<file path="config.mk">
export PLATFORM = sky130hd
export DESIGN_NAME = tmds_decoder
export DESIGN_NICKNAME = d
export VERILOG_FILES = /design/src/rtl/tmds_pkg.sv /design/src/rtl/tmds_word_align.sv /design/src/rtl/tmds_decoder.sv
export SDC_FILE = /design/constraint.sdc
export NUM_CORES = 1
export LEC_CHECK = 0
export BUFFER_PORTS_ARGS = -buffer_cell sky130_fd_sc_hd__buf_2
export CAP_MARGIN = 20
export CORE_MARGIN = 2
export CORE_UTILIZATION = 40
export CTS_BUF_LIST = sky130_fd_sc_hd__clkbuf_2
export CTS_CLUSTER_SIZE = 24
export DETAILED_ROUTE_END_ITERATION = 10
export PLACE_DENSITY = 0.68
export SYNTH_ARGS = -nofsm -noshare
export SYNTH_HDL_FRONTEND = slang
export SYNTH_HIERARCHICAL = 1
export SYNTH_SLANG_ARGS = --single-unit
</file>
<file path="constraint.sdc">
create_clock -name sys_clk -period 2.1 [get_ports sys_clk]
set_clock_uncertainty 0.2 [all_clocks]
set_input_delay 0.42 -clock sys_clk [delete_from_list [all_inputs] [get_ports sys_clk]]
set_output_delay 0.42 -clock sys_clk [all_outputs]
set_load 0.005 [all_outputs]
</file>
<file path="src/rtl/tmds_pkg.sv">
// Shared TMDS definitions: the four control tokens, word-alignment FSM state
// type and a ones-count helper used by both the encoder and the decoder.
package tmds_pkg;

    localparam logic [9:0] CTRLTOKEN_0 = 10'b1101010100;
    localparam logic [9:0] CTRLTOKEN_1 = 10'b0010101011;
    localparam logic [9:0] CTRLTOKEN_2 = 10'b0101010100;
    localparam logic [9:0] CTRLTOKEN_3 = 10'b1010101011;

    typedef logic [1:0] align_state_t;
    localparam align_state_t ST_SEARCH  = 2'd0;
    localparam align_state_t ST_SLIP    = 2'd1;
    localparam align_state_t ST_ALIGNED = 2'd2;

    function automatic logic [3:0] ones10(input logic [9:0] w);
        logic [3:0] n;
        n = 4'd0;
        for (int i = 0; i < 10; i++) begin
            n = n + {3'd0, w[i]};
        end
        return n;
    endfunction

endpackage

</file>
<file path="src/rtl/tmds_word_align.sv">
// Word-boundary alignment FSM: counts control-token runs from stage 1, requests
// bit-slips when tokens stay absent, and tracks lock loss in ALIGNED.
module tmds_word_align
    import tmds_pkg::*;
#(
    parameter int CTRL_RUN     = 8,
    parameter int SEARCH_LEN   = 64,
    parameter int SLIP_WAIT    = 4,
    parameter int LOCK_TIMEOUT = 4096
) (
    input  logic sys_clk,
    input  logic sys_rst_n,
    input  logic i_tok_vld,
    output logic o_bitslip,
    output logic o_aligned
);

    localparam int RUN_W  = $clog2(CTRL_RUN + 1);
    localparam int MISS_W = $clog2(SEARCH_LEN + 1);
    localparam int SLIP_W = $clog2(SLIP_WAIT + 1);
    localparam int TMO_W  = $clog2(LOCK_TIMEOUT + 1);

    align_state_t      r_state;
    logic [RUN_W-1:0]  r_run;
    logic [MISS_W-1:0] r_miss;
    logic [SLIP_W-1:0] r_slip;
    logic [TMO_W-1:0]  r_tmo;
    logic              r_bitslip;

    // Each threshold is acted on as the counter would reach it, so counters
    // never pass their limit; a token in the same cycle always takes priority.
    always_ff @(posedge sys_clk or posedge sys_rst_n) begin
        if (sys_rst_n) begin
            r_state   <= ST_SEARCH;
            r_run     <= '0;
            r_miss    <= '0;
            r_slip    <= '0;
            r_tmo     <= '0;
            r_bitslip <= 1'b0;
        end else begin
            r_bitslip <= 1'b0;
            case (r_state)
                ST_SEARCH: begin
                    if (i_tok_vld) begin
                        r_miss <= '0;
                        if (r_run == RUN_W'(CTRL_RUN - 1)) begin
                            r_state <= ST_ALIGNED;
                            r_run   <= '0;
                            r_tmo   <= '0;
                        end else begin
                            r_run <= r_run + RUN_W'(1);
                        end
                    end else begin
                        r_run <= '0;
                        if (r_miss == MISS_W'(SEARCH_LEN - 1)) begin
                            r_state   <= ST_SLIP;
                            r_bitslip <= 1'b1;
                            r_slip    <= '0;
                            r_miss    <= '0;
                        end else begin
                            r_miss <= r_miss + MISS_W'(1);
                        end
                    end
                end
                ST_SLIP: begin
                    if (r_slip == SLIP_W'(SLIP_WAIT)) begin
                        r_state <= ST_SEARCH;
                        r_run   <= '0;
                        r_miss  <= '0;
                    end else begin
                        r_slip <= r_slip + SLIP_W'(1);
                    end
                end
                ST_ALIGNED: begin
                    if (i_tok_vld) begin
                        r_tmo <= '0;
                    end else if (r_tmo == TMO_W'(LOCK_TIMEOUT - 1)) begin
                        r_state <= ST_SEARCH;
                        r_run   <= '0;
                        r_miss  <= '0;
                    end else begin
                        r_tmo <= r_tmo + TMO_W'(1);
                    end
                end
                default: r_state <= ST_SEARCH;
            endcase
        end
    end

    assign o_bitslip = r_bitslip;
    assign o_aligned = (r_state == ST_ALIGNED);

endmodule

</file>
<file path="src/rtl/tmds_decoder.sv">
// TMDS receive channel decoder: 2-stage pipeline (din register + token match, then decode).
// Optional disparity error counter enabled by TMDS_DEC_ERRCNT_EN.
module tmds_decoder
    import tmds_pkg::*;
#(
    parameter int CTRL_RUN     = 8,
    parameter int SEARCH_LEN   = 64,
    parameter int SLIP_WAIT    = 4,
    parameter int LOCK_TIMEOUT = 4096
) (
    input  logic        sys_clk,
    input  logic        sys_rst_n,
    input  logic [9:0]  din,
    output logic        bitslip,
    output logic        aligned,
    output logic [7:0]  dout,
    output logic        de,
    output logic        c0,
    output logic        c1
`ifdef TMDS_DEC_ERRCNT_EN
    ,
    output logic [15:0] err_cnt
`endif
);

    logic       w_tok_vld;
    logic [1:0] w_tok_code;
    logic [9:0] r_din;
    logic       r_tok_vld;
    logic [1:0] r_tok_code;
    logic [7:0] w_d;
    logic [7:0] w_q;

    always_comb begin
        w_tok_vld  = 1'b1;
        w_tok_code = 2'b00;
        case (din)
            CTRLTOKEN_0: w_tok_code = 2'b00;
            CTRLTOKEN_1: w_tok_code = 2'b01;
            CTRLTOKEN_2: w_tok_code = 2'b10;
            CTRLTOKEN_3: w_tok_code = 2'b11;
            default:     w_tok_vld  = 1'b0;
        endcase
    end

    always_ff @(posedge sys_clk or posedge sys_rst_n) begin
        if (sys_rst_n) begin
            r_din      <= '0;
            r_tok_vld  <= 1'b0;
            r_tok_code <= 2'b00;
        end else begin
            r_din      <= din;
            r_tok_vld  <= w_tok_vld;
            r_tok_code <= w_tok_code;
        end
    end

    // din[9] undoes the encoder's inversion; din[8] selects XOR vs XNOR chaining.
    always_comb begin
        w_d    = r_din[9] ? ~r_din[7:0] : r_din[7:0];
        w_q    = 8'd0;
        w_q[0] = w_d[0];
        for (int i = 1; i < 8; i++) begin
            w_q[i] = r_din[8] ? (w_d[i] ^ w_d[i-1]) : ~(w_d[i] ^ w_d[i-1]);
        end
    end

    always_ff @(posedge sys_clk or posedge sys_rst_n) begin
        if (sys_rst_n) begin
            dout <= 8'd0;
            de   <= 1'b0;
            c0   <= 1'b0;
            c1   <= 1'b0;
        end else if (r_tok_vld) begin
            de <= 1'b0;
            c1 <= r_tok_code[1];
            c0 <= r_tok_code[0];
        end else begin
            de   <= 1'b1;
            dout <= w_q;
        end
    end

    tmds_word_align #(
        .CTRL_RUN     (CTRL_RUN),
        .SEARCH_LEN   (SEARCH_LEN),
        .SLIP_WAIT    (SLIP_WAIT),
        .LOCK_TIMEOUT (LOCK_TIMEOUT)
    ) u_align (
        .sys_clk   (sys_clk),
        .sys_rst_n (sys_rst_n),
        .i_tok_vld (r_tok_vld),
        .o_bitslip (bitslip),
        .o_aligned (aligned)
    );

`ifdef TMDS_DEC_ERRCNT_EN
    logic signed [5:0] r_disp;
    logic signed [7:0] w_delta;
    logic signed [7:0] w_sum;
    logic              w_over;
    logic signed [5:0] w_disp_nxt;

    // Accumulator is clamped rather than wrapped while unlocked sums run away.
    always_comb begin
        w_delta    = $signed({3'b000, ones10(r_din), 1'b0}) - 8'sd10;
        w_sum      = $signed({{2{r_disp[5]}}, r_disp}) + w_delta;
        w_over     = (w_sum > 8'sd16) || (w_sum < -8'sd16);
        w_disp_nxt = w_sum[5:0];
        if (w_sum > 8'sd31) begin
            w_disp_nxt = 6'sd31;
        end else if (w_sum < -8'sd32) begin
            w_disp_nxt = $signed(6'b100000);
        end
    end

    always_ff @(posedge sys_clk or posedge sys_rst_n) begin
        if (sys_rst_n) begin
            r_disp  <= '0;
            err_cnt <= 16'd0;
        end else if (r_tok_vld) begin
            r_disp <= '0;
        end else if (aligned && w_over) begin
            r_disp <= '0;
            if (err_cnt != 16'hFFFF) begin
                err_cnt <= err_cnt + 16'd1;
            end
        end else begin
            r_disp <= w_disp_nxt;
        end
    end
`endif

endmodule

</file>
==> results of run 1 <==
[cells in the mapped netlist (3+ instances only)]
cell type / n / area share [%]
dfrtp_1: 54 / 48
nand2_1: 31 / 4.1
a31oi_1: 20 / 4.4
inv_1: 15 / 2.0
nand3_1: 13 / 2.3
o21ai_0: 12 / 2.1
xnor2_1: 10 / 3.1
ha_1: 9 / 4.0
clkbuf_1: 8 / 1.1
nor2_1: 8 / 1.1
a21oi_1: 7 / 1.2
nor3_1: 7 / 1.2
mux2_2: 5 / 2.0
nor3b_1: 5 / 1.3
nand3b_1: 4 / 1.1
nor2b_1: 4 / 0.88
a41oi_1: 3 / 0.93
and3_1: 3 / 0.66
nand2b_1: 3 / 0.66
nor4_1: 3 / 0.66
[cell families after synthesis]
kind of cell,count (synthesis)
AO/OA/AOI/OAI,62
adder cells (fa/ha/maj),9
AND/OR/NAND/NOR,102
XOR/XNOR,13
buffers and inverters,26
flip-flops,54
multiplexers,8
[final cells by class]
| cell class | instances | area (µm²) | area share (%) |
|---|---|---|---|
| Multi-Input combinational cell | 194 | 1400 | 40.7 |
| Clock inverter | 3 | 21.3 | 0.620 |
| Sequential cell | 54 | 1350 | 39.4 |
| Inverter | 15 | 56.3 | 1.64 |
| Tap cell | 96 | 120 | 3.50 |
| Clock buffer | 5 | 25.0 | 0.729 |
| Timing Repair Buffer | 64 | 460 | 13.4 |
[routing by layer]
layer	up-vias	wire length, µm	track usage, %
li1	1120	-	-
met1	1137	2790	21.8
met2	26	3070	28.2
met3	13	128	3.68
met4	0	140	5.23
met5	-	0	0
[flip-flops by register name (all words and copies together) (netlist names), 2 cells and up]
name,count
u_align/r_tmo,13
r_din,10
dout,8
u_align/r_miss,7
u_align/r_run,4
u_align/r_slip,3
r_tok_code,2
u_align/r_state,2
[power breakdown]
group,switching (mW),internal (mW),total [mW],leakage (nW)
combinational,0.362,0.338,0.700,0.793
sequential,0.102,1.15,1.26,0.693
clock,0.325,0.0839,0.409,0.0306
total,0.789,1.58,2.37,1.52
[critical path, delay by kind of cell (launching register included)]
family	cells	cell delay, ns
AND/OR/NAND/NOR	2	0.81
AO/OA/AOI/OAI	2	0.34
flip-flops	1	0.42
adder cells (fa/ha/maj)	1	0.21
[path summary, 6_finish.rpt]
kind | from | endpoint | cells after the start
setup / recovery | u_align/r_tmo[0]$_DFFE_PP0P_ | u_align/r_tmo[5]$_DFFE_PP0P_ | 5
hold / removal | sys_rst_n | dout[2]$_DFFE_PP0N_ | 3
setup reg to reg | u_align/r_tmo[0]$_DFFE_PP0P_ | u_align/r_tmo[5]$_DFFE_PP0P_ | 5
hold reg to reg | r_tok_code[0]$_DFF_PP0_ | c0$_DFFE_PP0P_ | 1
max in group asynchronous | sys_rst_n | r_din[9]$_DFF_PP0_ | 4
min in group sys_clk | r_tok_code[0]$_DFF_PP0_ | c0$_DFFE_PP0P_ | 1
[timing repair]
item	4_1_cts	5_1_grt
hold buffers	11	0
buffers inserted	1	2
pin swaps	0	0
hold endpoints to repair	49	0
endpoints found under the setup margin	1	11
resized for setup	2	4
[per-stage QoR]
stage / utilization, % / hold slack [ns] / worst slack (ns) / setup TNS (ns)
2_1_floorplan: - / 0.235 / 0.00519 / 0
3_3_place_gp: 47.3 / 0.221 / 0.126 / 0
3_5_place_dp: 47.3 / 0.222 / 0.0712 / 0
4_1_cts: 49.9 / 0.260 / 0.00614 / 0
5_1_grt: 50.2 / 0.260 / -0.0253 / -0.0330
6_report: 50.2 / 0.275 / 0.0661 / 0
==> impl_metrics.toml, run 1 <==
[synth]
synth_seq_area_share_pct = 47.7
synth-xor-area-share_pct = 4.81
synth_top_family_by_area = "simple AND/OR/NAND/NOR gates"
syn-num-nets = 295
synth_cells = 274
synthMuxAreaShare_pct = 3.22
syn_area_per_cell_um2 = 10.3
synth_fa_ha_area_share_pct = 3.97
synthSimpleGateAreaFrac_pct = 21.0
synth_edf_count = 0
synth_cell_types = 59
synth_compound_area_share_pct = 15.4
yosysWarnings = 6
synth_ff_type = "dfrtp_1"
syn_area_um2 = 2840
async_flop_share_pct = 100
ys_ff_latch = 54

[sta]
worstMarginPinSlew_ns = 0.407
slew_headroom_pct = 72.9
finalCritPeriodShare_pct = 96.9
fmax_mhz = 492
finalSetupViolCount = 0
fin_crit_ns = 2.03
finalHoldViolCount = 0
report.final.slew_viol_count = 0
rsz0062_at_grt = "yes"

[final_layout]
design_area_um2 = 3430
fill_cells = 626
area_growth_pct = 21.1
layout_common_cells = "53 x dfrtp_1, 31 x nand2_1, 28 x buf_4"
layout_commonest_cell = "dfrtp_1"
drive_gt1_share_pct = 26.3
fin_nets = 355
final_cells = 431
diodes = 0

[worst_setup_path]
crit_chain = "ha_2, nand3_4, or4_1, a32oi_1, o21ai_1"
crit_type = "reg -> reg"
startpoint_type = "flop"
critPathSlowestCell = "or4_1"
crit_fanout = 10
max_stage_delay_ns = 0.71
rrSetupSlack_ns = 0.07
critical_path_arrival_ns = 2.21
cp.required_ns = 2.27
endpoint_kind = "flop"

[cts]
clock-sinks = 54
clockBufferDepth = 2
clkTransAtPathRegs_ns = 0.27
cts_tree = "built"
numCtsBuffers = 5
worstSkewPairLatency_ns = 0.44
h-tree-depth = 2
cts_root_buf = "clkbuf_2"

[routing]
firstDrtPassIters = 4
drc = 0
ant_nets = 0
wirelength_um = 6130
first_iter_violations = 110
wl_per_cell_um = 14.2
vias = 2296
viasPerCell = 5.33

[floorplan]
core_area_um2 = 6830
chipHeight_um = 88.2
die_w_um = 88.2
initial_core_util_pct = 41.5
die-area_um2 = 7780
boundaryPins = 25
fp-row-count = 30

[pwr]
irDropWorstVdd_mv = 0.299
power_density_nw_per_um2 = 689
power_mw = 2.37
p_leak_nw = 1.52

[placement]
place.gp.congestion = 0.841
io_buffers = 24
dp.cells = 409
post-dp-hpwl_um = 4230
placed_cell_area_um2 = 3230

[worst_hold_path]
worstHoldPathType = "in -> async"

[grt]
grt_usage_pct = 16.8
grt_pass1_wl_um = 10300
grt_max_degree = 31
antenna_found_initial = 0
grt_pass1_vias = 2201
overflow = 0

[status]
status = "completed"

[job]
drv_cap = 0
Power figures use the tool's default switching activity.
==> inputs of run 2 (changes only) <==
Settings changed: PLACE_DENSITY 0.68 to unset, PLACE_DENSITY_LB_ADDON set to 0.3, RECOVER_POWER set to 50.
==> impl_metrics.toml, run 2 (synthesis results as in run 1) <==
[status]
status = "completed"

[grt]
grt_max_degree = 31
grt_usage_pct = 16.9
grt_pass1_wl_um = 10400
overflow = 0
grt_pass1_vias = 2205
antenna_found_initial = 0

[placement]
dp_slack_ns = 0.00557
post-dp-hpwl_um = 4240
place.gp.congestion = 0.783
io_buffers = 24

[pwr]
p_leak_nw = 1.49
power_density_nw_per_um2 = 727
intPower_mw = 1.69
clkPwrFrac_pct = 22.0
power.net_switching_mw = 0.792
switching_share_pct = 31.9
irDropWorstVdd_mv = 0.346
seqPwrFrac_pct = 50.5
pwr-share-comb_pct = 27.5

[routing]
viasPerCell = 5.28
top_layer = "met4"
wl_met1_um = 2900
firstDrtPassIters = 4
wirelength_um = 6010
wl_met3_um = 139
first_iter_violations = 142
drc = 0
wl_met2_um = 2870
vias = 2264
ant_nets = 0
wl_per_cell_um = 14.0

[sta]
tns_ns = 0
report.final.slew_viol_count = 0
finalSetupViolCount = 0
rsz0062_at_grt = "yes"
slew_headroom_pct = 17.8
fin_ws_ns = 0.0930
finalHoldViolCount = 0
worstMarginPinSlew_ns = 1.23
fmax_mhz = 498
finalCritPeriodShare_pct = 95.6
fin_crit_ns = 2.01

[worst_setup_path]
cp.required_ns = 2.24
max_stage_delay_ns = 0.43
worst-path-buf-inv = 1
endpoint_kind = "flop"
startpoint_type = "flop"
critPathSlowestCell = "dfrtp_1"
crit_chain = "ha_2, nand3_4, o41ai_4, buf_4, a21oi_1, a311o_1"
crit_fanout = 5
crit_type = "reg -> reg"
crit_family = "compound AO/OA/AOI/OAI gates"
critical_path_arrival_ns = 2.15

[cts]
worstSkewPairLatency_ns = 0.45
clock-sinks = 54
cts_tree = "built"
clockBufferDepth = 2
cts_root_buf = "clkbuf_2"
clkTransAtPathRegs_ns = 0.30
h-tree-depth = 2
numCtsBuffers = 5

[final_layout]
layout_commonest_cell = "dfrtp_1"
fin_nets = 353
regMostFlops = "u_align/r_tmo"
diodes = 0
final_util_pct = 50.1
fill_cells = 639
top_regs = "u_align/r_tmo (13), r_din (10), dout (8)"
largest_reg_flops = 13
area_growth_pct = 20.7
drive_gt1_share_pct = 22.8
layout_common_cells = "54 x dfrtp_1, 31 x nand2_1, 25 x buf_4"

[floorplan]
chipHeight_um = 88.2
boundaryPins = 25
core_area_um2 = 6830
die_w_um = 88.2
fp-row-count = 30
initial_core_util_pct = 41.5
die-area_um2 = 7780

[worst_hold_path]
worstHoldPathType = "reg -> reg"

[job]
drv_cap = 0
==> run 2: timing repair <==
item                                    in CTS  in global routing
resized for setup                            2                  5
hold endpoints to repair                    64                  0
endpoints found under the setup margin       2                 14
setup buffers                                0                  2
hold buffers                                11                  0
==> run 2: routing by layer <==
metal / global-route usage (%) / up-vias
met5: 0 / -
met1: 23.1 / 1110
met2: 27.3 / 34
li1: - / 1109
met3: 3.58 / 11
met4: 4.96 / 0
==> run 2: through the flow <==
stage / hold slack [ns] / power, mW / instances / cell area [µm²]
floorplan: 0.235 / 1.71 / 274 / 2840
global placement: 0.256 / 1.91 / 408 / 3210
detailed placement: 0.266 / 1.93 / 408 / 3210
CTS: 0.301 / 2.50 / 427 / 3400
global route: 0.342 / 2.66 / 429 / 3420
finish: 0.314 / 2.49 / 429 / 3420
==> run 2: cell type report <==
type | count | area (µm²) | area share [%]
repair buffers | 62 | 413 | 12.1
clock inverters | 3 | 47.5 | 1.39
clock buffers | 5 | 25.0 | 0.732
well taps | 96 | 120 | 3.51
multi-input cells | 194 | 1410 | 41.1
inverters | 15 | 56.3 | 1.65
flip-flops and latches | 54 | 1350 | 39.5
==> run 2: path summary, 6_finish.rpt <==
check	start	endpoint	slack (ns)	cells after the start
max	u_align/r_tmo[0]$_DFFE_PP0P_	u_align/r_state[0]$_DFFE_PP0P_	0.09	6
min in group asynchronous	sys_rst_n	u_align/r_tmo[1]$_DFFE_PP0P_	0.49	4
min	r_tok_code[0]$_DFF_PP0_	c0$_DFFE_PP0P_	0.31	1
max reg2reg	u_align/r_tmo[0]$_DFFE_PP0P_	u_align/r_state[0]$_DFFE_PP0P_	0.09	6
max in group asynchronous	sys_rst_n	r_tok_vld$_DFF_PP0_	0.30	4
min reg2reg	r_tok_code[0]$_DFF_PP0_	c0$_DFFE_PP0P_	0.31	1
==> run 2: power groups by stage <==
stage          clock [mW]  sequential (mW)  combinational (mW)
2_1_floorplan           0             1.25               0.456
3_3_place_gp            0             1.27               0.641
3_5_place_dp            0             1.27               0.654
4_1_cts             0.574             1.26               0.674
5_1_grt             0.611             1.28               0.770
6_report            0.547             1.26               0.683
